`src/rtl/swap_sched.sv`:
```
// Swap-request scheduler: buffers address pairs in a FIFO and issues them one at a time to the swap stage.
// Optional host write gating while a swap is in flight is enabled by defining SWAP_SCHED_WRITE_GATE_EN.
module swap_sched #(
  parameter int ADDR_WIDTH  = 7,
  parameter int DEPTH       = 4,
  parameter int SWAP_CYCLES = 3
) (
  input  logic                    clk,
  input  logic                    reset,
  input  logic                    req_valid,
  output logic                    req_ready,
  input  logic [ADDR_WIDTH-1:0]   req_addr_A,
  input  logic [ADDR_WIDTH-1:0]   req_addr_B,
  output logic                    swap,
  output logic [ADDR_WIDTH-1:0]   address_A,
  output logic [ADDR_WIDTH-1:0]   address_B,
  output logic                    busy,
  output logic                    done,
  output logic [$clog2(DEPTH):0]  count,
  input  logic                    host_we,
  output logic                    we,
  output logic                    host_stall
);

  localparam int PW = $clog2(DEPTH);
  localparam int CW = (SWAP_CYCLES > 1) ? $clog2(SWAP_CYCLES) : 1;

  localparam logic [1:0] S_IDLE  = 2'd0;
  localparam logic [1:0] S_ISSUE = 2'd1;
  localparam logic [1:0] S_HOLD  = 2'd2;
  localparam logic [1:0] S_DONE  = 2'd3;

  logic [1:0]            state;
  logic [1:0]            state_nxt;
  logic [CW-1:0]         hold_cnt;
  logic [ADDR_WIDTH-1:0] mem_a [DEPTH];
  logic [ADDR_WIDTH-1:0] mem_b [DEPTH];
  logic [PW-1:0]         wr_ptr;
  logic [PW-1:0]         rd_ptr;
  logic [ADDR_WIDTH-1:0] head_a;
  logic [ADDR_WIDTH-1:0] head_b;
  logic                  push;
  logic                  pop;

  // Readiness depends on occupancy alone, so a full FIFO never accepts even when popping.
  assign req_ready = (count < (PW+1)'(DEPTH));
  assign push      = req_valid & req_ready;
  assign pop       = (state == S_IDLE) && (count != '0);
  assign head_a    = mem_a[rd_ptr];
  assign head_b    = mem_b[rd_ptr];

  // NOTE: FIFO storage has no reset; entries are only read after being written, and count gates reads.
  always_ff @(posedge clk) begin
    if (push) begin
      mem_a[wr_ptr] <= req_addr_A;
      mem_b[wr_ptr] <= req_addr_B;
    end
  end

  always_ff @(posedge clk or posedge reset) begin
    if (reset) begin
      wr_ptr <= '0;
      rd_ptr <= '0;
      count  <= '0;
    end else begin
      if (push) wr_ptr <= wr_ptr + 1'b1;
      if (pop)  rd_ptr <= rd_ptr + 1'b1;
      case ({push, pop})
        2'b10:   count <= count + 1'b1;
        2'b01:   count <= count - 1'b1;
        default: count <= count;
      endcase
    end
  end

  // NOTE: every variable written here gets a default first, so no latch can be inferred.
  always_comb begin
    state_nxt = state;
    case (state)
      S_IDLE:  if (pop) state_nxt = (head_a != head_b) ? S_ISSUE : S_DONE;
      S_ISSUE: state_nxt = S_HOLD;
      S_HOLD:  if (hold_cnt == '0) state_nxt = S_DONE;
      S_DONE:  state_nxt = S_IDLE;
      default: state_nxt = S_IDLE;
    endcase
  end

  // Strobes are registered from the next state so they line up exactly with the state they describe.
  always_ff @(posedge clk or posedge reset) begin
    if (reset) begin
      state     <= S_IDLE;
      hold_cnt  <= '0;
      swap      <= 1'b0;
      done      <= 1'b0;
      busy      <= 1'b0;
      address_A <= '0;
      address_B <= '0;
    end else begin
      state <= state_nxt;
      swap  <= (state_nxt == S_ISSUE);
      done  <= (state_nxt == S_DONE);
      busy  <= (state_nxt != S_IDLE);
      if (state == S_ISSUE) begin
        hold_cnt <= CW'(SWAP_CYCLES - 1);
      end else if ((state == S_HOLD) && (hold_cnt != '0)) begin
        hold_cnt <= hold_cnt - 1'b1;
      end
      if (pop) begin
        address_A <= head_a;
        address_B <= head_b;
      end
    end
  end

`ifdef SWAP_SCHED_WRITE_GATE_EN
  assign we         = host_we & ~busy;
  assign host_stall = host_we & busy;
`else
  assign we         = host_we;
  assign host_stall = 1'b0;
`endif

endmodule

```
`config.mk`:
```
export PLATFORM = sky130hd
export DESIGN_NAME = swap_sched
export DESIGN_NICKNAME = d
export VERILOG_FILES = /design/src/rtl/swap_sched.sv
export SDC_FILE = /design/constraint.sdc
export NUM_CORES = 1
export LEC_CHECK = 0
export CORE_MARGIN = 10
export CORE_UTILIZATION = 45
export DETAILED_ROUTE_END_ITERATION = 6
export PLACE_DENSITY = 0.67
export SLEW_MARGIN = 20
export SYNTH_ARGS = -nofsm -noshare
export SYNTH_HDL_FRONTEND = slang
export SYNTH_SLANG_ARGS = --single-unit
```
`constraint.sdc`:
```
create_clock -name clk -period 3.2 [get_ports clk]
set_input_delay 0.64 -clock clk [delete_from_list [all_inputs] [get_ports clk]]
set_output_delay 0.64 -clock clk [all_outputs]
set_load 0.005 [all_outputs]
```
==> run_results.csv <==
group,metric,value,unit
outcome,status,"finished, final reports clean",
pwr,clockPowerShare,19.1,%
timing,finalCritPeriodShare,73.57,%
pwr,power_density,919.8,nW/um^2
global_route,antenna_found_initial,0,
critical_path,cp-start-kind,"flop",
timing,finalCriticalPeriod,2.354,ns
clock_network,cts_max_level,3,
place,io_buffers,37,
pwr,p_comb_share,38.2,%
drt,firstDrtPassIters,4,
yosys,ys_ff_latch,84,
clock_network,hold_buffers,0,
clock_network,post_cts_resized,0,
clock_network,clk_pin_slew,0.08,ns
global_route,grt-ovfl-total,0,
yosys,syn-num-nets,245,
floorplan,die_area,11510,um^2
global_route,grt_pass1_vias,1863,
clock_network,numCtsBuffers,9,
yosys,synth.distinct_cells,30,
pwr,swShare,32.52,%
cells_and_area,final_net_count,292,
drt,ant_nets,0,
floorplan,dieWidth,107.3,um
critical_path,critPathArrivalTime,2.64,ns
critical_path,crit_family,"adder cells",
pwr,pwr-share-seq,42.7,%
drt,vias,1751,
critical_path,critPathMaxFanout,16,
yosys,yosys_most_used_dff,"edfxtp_1",
clock_network,clkLatencyLatePin,0.35,ns
timing,rsz0062_at_grt,"no",
drt,avgRoutedWirePerCell,15.70,um
timing,fmax,424.8,MHz
critical_path,critPathKind,"reg -> reg",
drt,viasPerCell,4.758,
global_route,grt_pass1_wl,9653,um
timing,tightestPinTransition,0.6676,ns
pwr,total_power,3.778,mW
critical_path,required,3.48,ns
floorplan,rows,31,
drt,wirelength,5779,um
global_route,grt_usage,10.91,%
cells_and_area,syn_to_final_growth,19.82,%
clock_network,clkSinkCount,84,
critical_path,critPathMaxStageDelay,0.41,ns
yosys,synth-seq-area-share,69.49,%
critical_path,crit_path_end_kind,"flop",
timing,tns,0,ns
timing,hold_viol,0,
critical_path,r2r-start,"state[0]$_DFF_PP0_",
drt,drtIter0Drc,55,
clock_network,cts_tree,"yes",
critical_path,critical_path_buf_inv_count,3,
timing,finClkSkew,0.008582,ns
timing,setup-violations-final,0,
critical_path,crit_start,"state[0]$_DFF_PP0_",
pwr,leakage,1.618,nW
clock_network,root_buffer,"clkbuf_8",
yosys,postSynthCellCount,217,
place,place_congestion,0.7631,
yosys,yosysMostFrequentCell,"edfxtp_1",
yosys,synth_commonest_cells,"edfxtp_1, nand2_1, dfrtp_1",
cells_and_area,drive_gt1_share,12.27,%
cells_and_area,n_antenna_cell,0,
yosys,synth.area.top_cells,"edfxtp_1, dfrtp_1, mux4_2",
yosys,syn_area_per_cell,15.80,um^2
timing,maxSlewViolCount,0,
global_route,grt_max_degree,29,
place,hpwl,4046,um
worst_hold_path,min_from,"address_A[0]$_DFFE_PP0P_",
yosys,async_flop_share,33.33,%
floorplan,coreArea,7331,um^2
pwr,irDropWorstVdd,0.3542,mV
yosys,synth-edff-count,56,
floorplan,start_util,46.77,%
pwr,switchingPower,1.229,mW
yosys,ys.warnings.count,0,
floorplan,ios,41,
drt,drc,0,
cells_and_area,fillCellCount,608,
yosys,synth_top_area_share,49.05,%
clock_network,cts_setup_buffers,0,
critical_path,critical_path.slowest_cell,"dfrtp_1",
timing,slew_headroom,55.50,%
clock_network,clockBufferDepth,2,
critical_path,worstPathCellList,"inv_1 > ha_1 > nand2b_1 > inv_1 > ha_1 > inv_1 > fa_1 > xor2_1 > nor2_1 > xnor2_1",
flow_run,drv.max_cap_violation_count,0,
pwr,internal_power,2.549,mW
floorplan,dieHeight,107.3,um
yosys,syn_area,3428,um^2
critical_path,crit_top_cell,"inv_1",
worst_hold_path,hp-class,"reg -> reg",
yosys,yosys.area.top_type,"edfxtp_1",
## state kept, by name (all words and copies together) (netlist names)
name       count
mem_a         28
mem_b         28
address_A      7
address_B      7
count          3
hold_cnt       2
rd_ptr         2
state          2
wr_ptr         2
busy           1
done           1
swap           1
## metal layers
metal	wire length [um]	global-route usage (%)	up-vias
met5	0	0	-
met4	44	3.288	0
met3	413	5.210	4
met2	2821	17.32	45
met1	2499	12.86	848
li1	-	-	854
## layout by cell type (no fill, tap or decap), types with 2 or more instances in the layout
cell and instances:
o21ai_0 2, and2_1 4, o21a_1 2, clkinvlp_4 2
xor2_1 8, ha_1 9, mux4_2 8, xnor2_1 6
nand2b_1 2, clkdlybuf4s50_1 37, nand2_1 44, a21oi_1 2
edfxtp_1 56, mux4_1 6, inv_1 15, nor2_1 6
clkinv_2 2, clkbuf_8 9, buf_4 8, dfrtp_1 28
## cell type report
cell class / instances / area, um^2 / share of cell area (%)
clock inverter: 6 / 63.81 / 1.553
inverter: 15 / 56.30 / 1.371
multi-input combinational: 109 / 923.4 / 22.48
timing repair buffer: 45 / 430.4 / 10.48
sequential: 84 / 2382 / 58.00
tap: 99 / 123.9 / 3.016
clock buffer: 10 / 127.6 / 3.107
## metrics by stage
| step | instances | util, % | hold slack, ns | instance area [um^2] | worst slack (ns) |
|---|---|---|---|---|---|
| 3_5_place_dp | 352 | 53.42 | 0.4634 | 3916 | 0.6995 |
| 2_1_floorplan | 217 | - | 0.4588 | 3428 | 0.8077 |
| 3_3_place_gp | 352 | 53.42 | 0.4634 | 3916 | 0.7519 |
| 6_report | 368 | 56.03 | 0.4747 | 4108 | 0.8458 |
| 4_1_cts | 368 | 56.03 | 0.4821 | 4108 | 0.8156 |
| 5_1_grt | 368 | 56.03 | 0.4932 | 4108 | 0.5854 |
## power groups by stage
stage          sequential, mW  combinational, mW  clock [mW]
3_3_place_gp             1.63               1.45           0
2_1_floorplan            1.59              0.992           0
6_report                 1.61               1.44       0.721
4_1_cts                  1.62               1.48       0.747
5_1_grt                  1.65               1.62       0.797
3_5_place_dp             1.64               1.47           0
## final timing paths
check	endpoint	slack [ns]	depth (start not counted)
min in group asynchronous	count[2]$_DFFE_PP0P_	0.64	3
max in group asynchronous	address_B[2]$_DFFE_PP0P_	2.30	3
min	address_A[0]$_DFFE_PP0P_	0.47	2
max reg2reg	count[2]$_DFFE_PP0P_	0.85	10
max	count[2]$_DFFE_PP0P_	0.85	10
min reg2reg	address_A[0]$_DFFE_PP0P_	0.47	2
## cells by family after synthesis
family	share of synthesized area (%)
AOI/OAI and AO/OA	1.496
adders and majority gates	3.869
buffers and inverters	3.576
xor gates and xnor gates	3.577
other	0.1094
and+or+nand+nor	7.737
muxes	10.15
DFF	69.49
## worst reg2reg max path, delay by kind of cell, from the launching register on
family,cells,cell delay [ns]
DFF,1,0.41
adders and majority gates,3,0.87
xor gates and xnor gates,2,0.28
and+or+nand+nor,2,0.20
buffers and inverters,3,0.53
No activity file was read; power rests on OpenSTA's default activity.
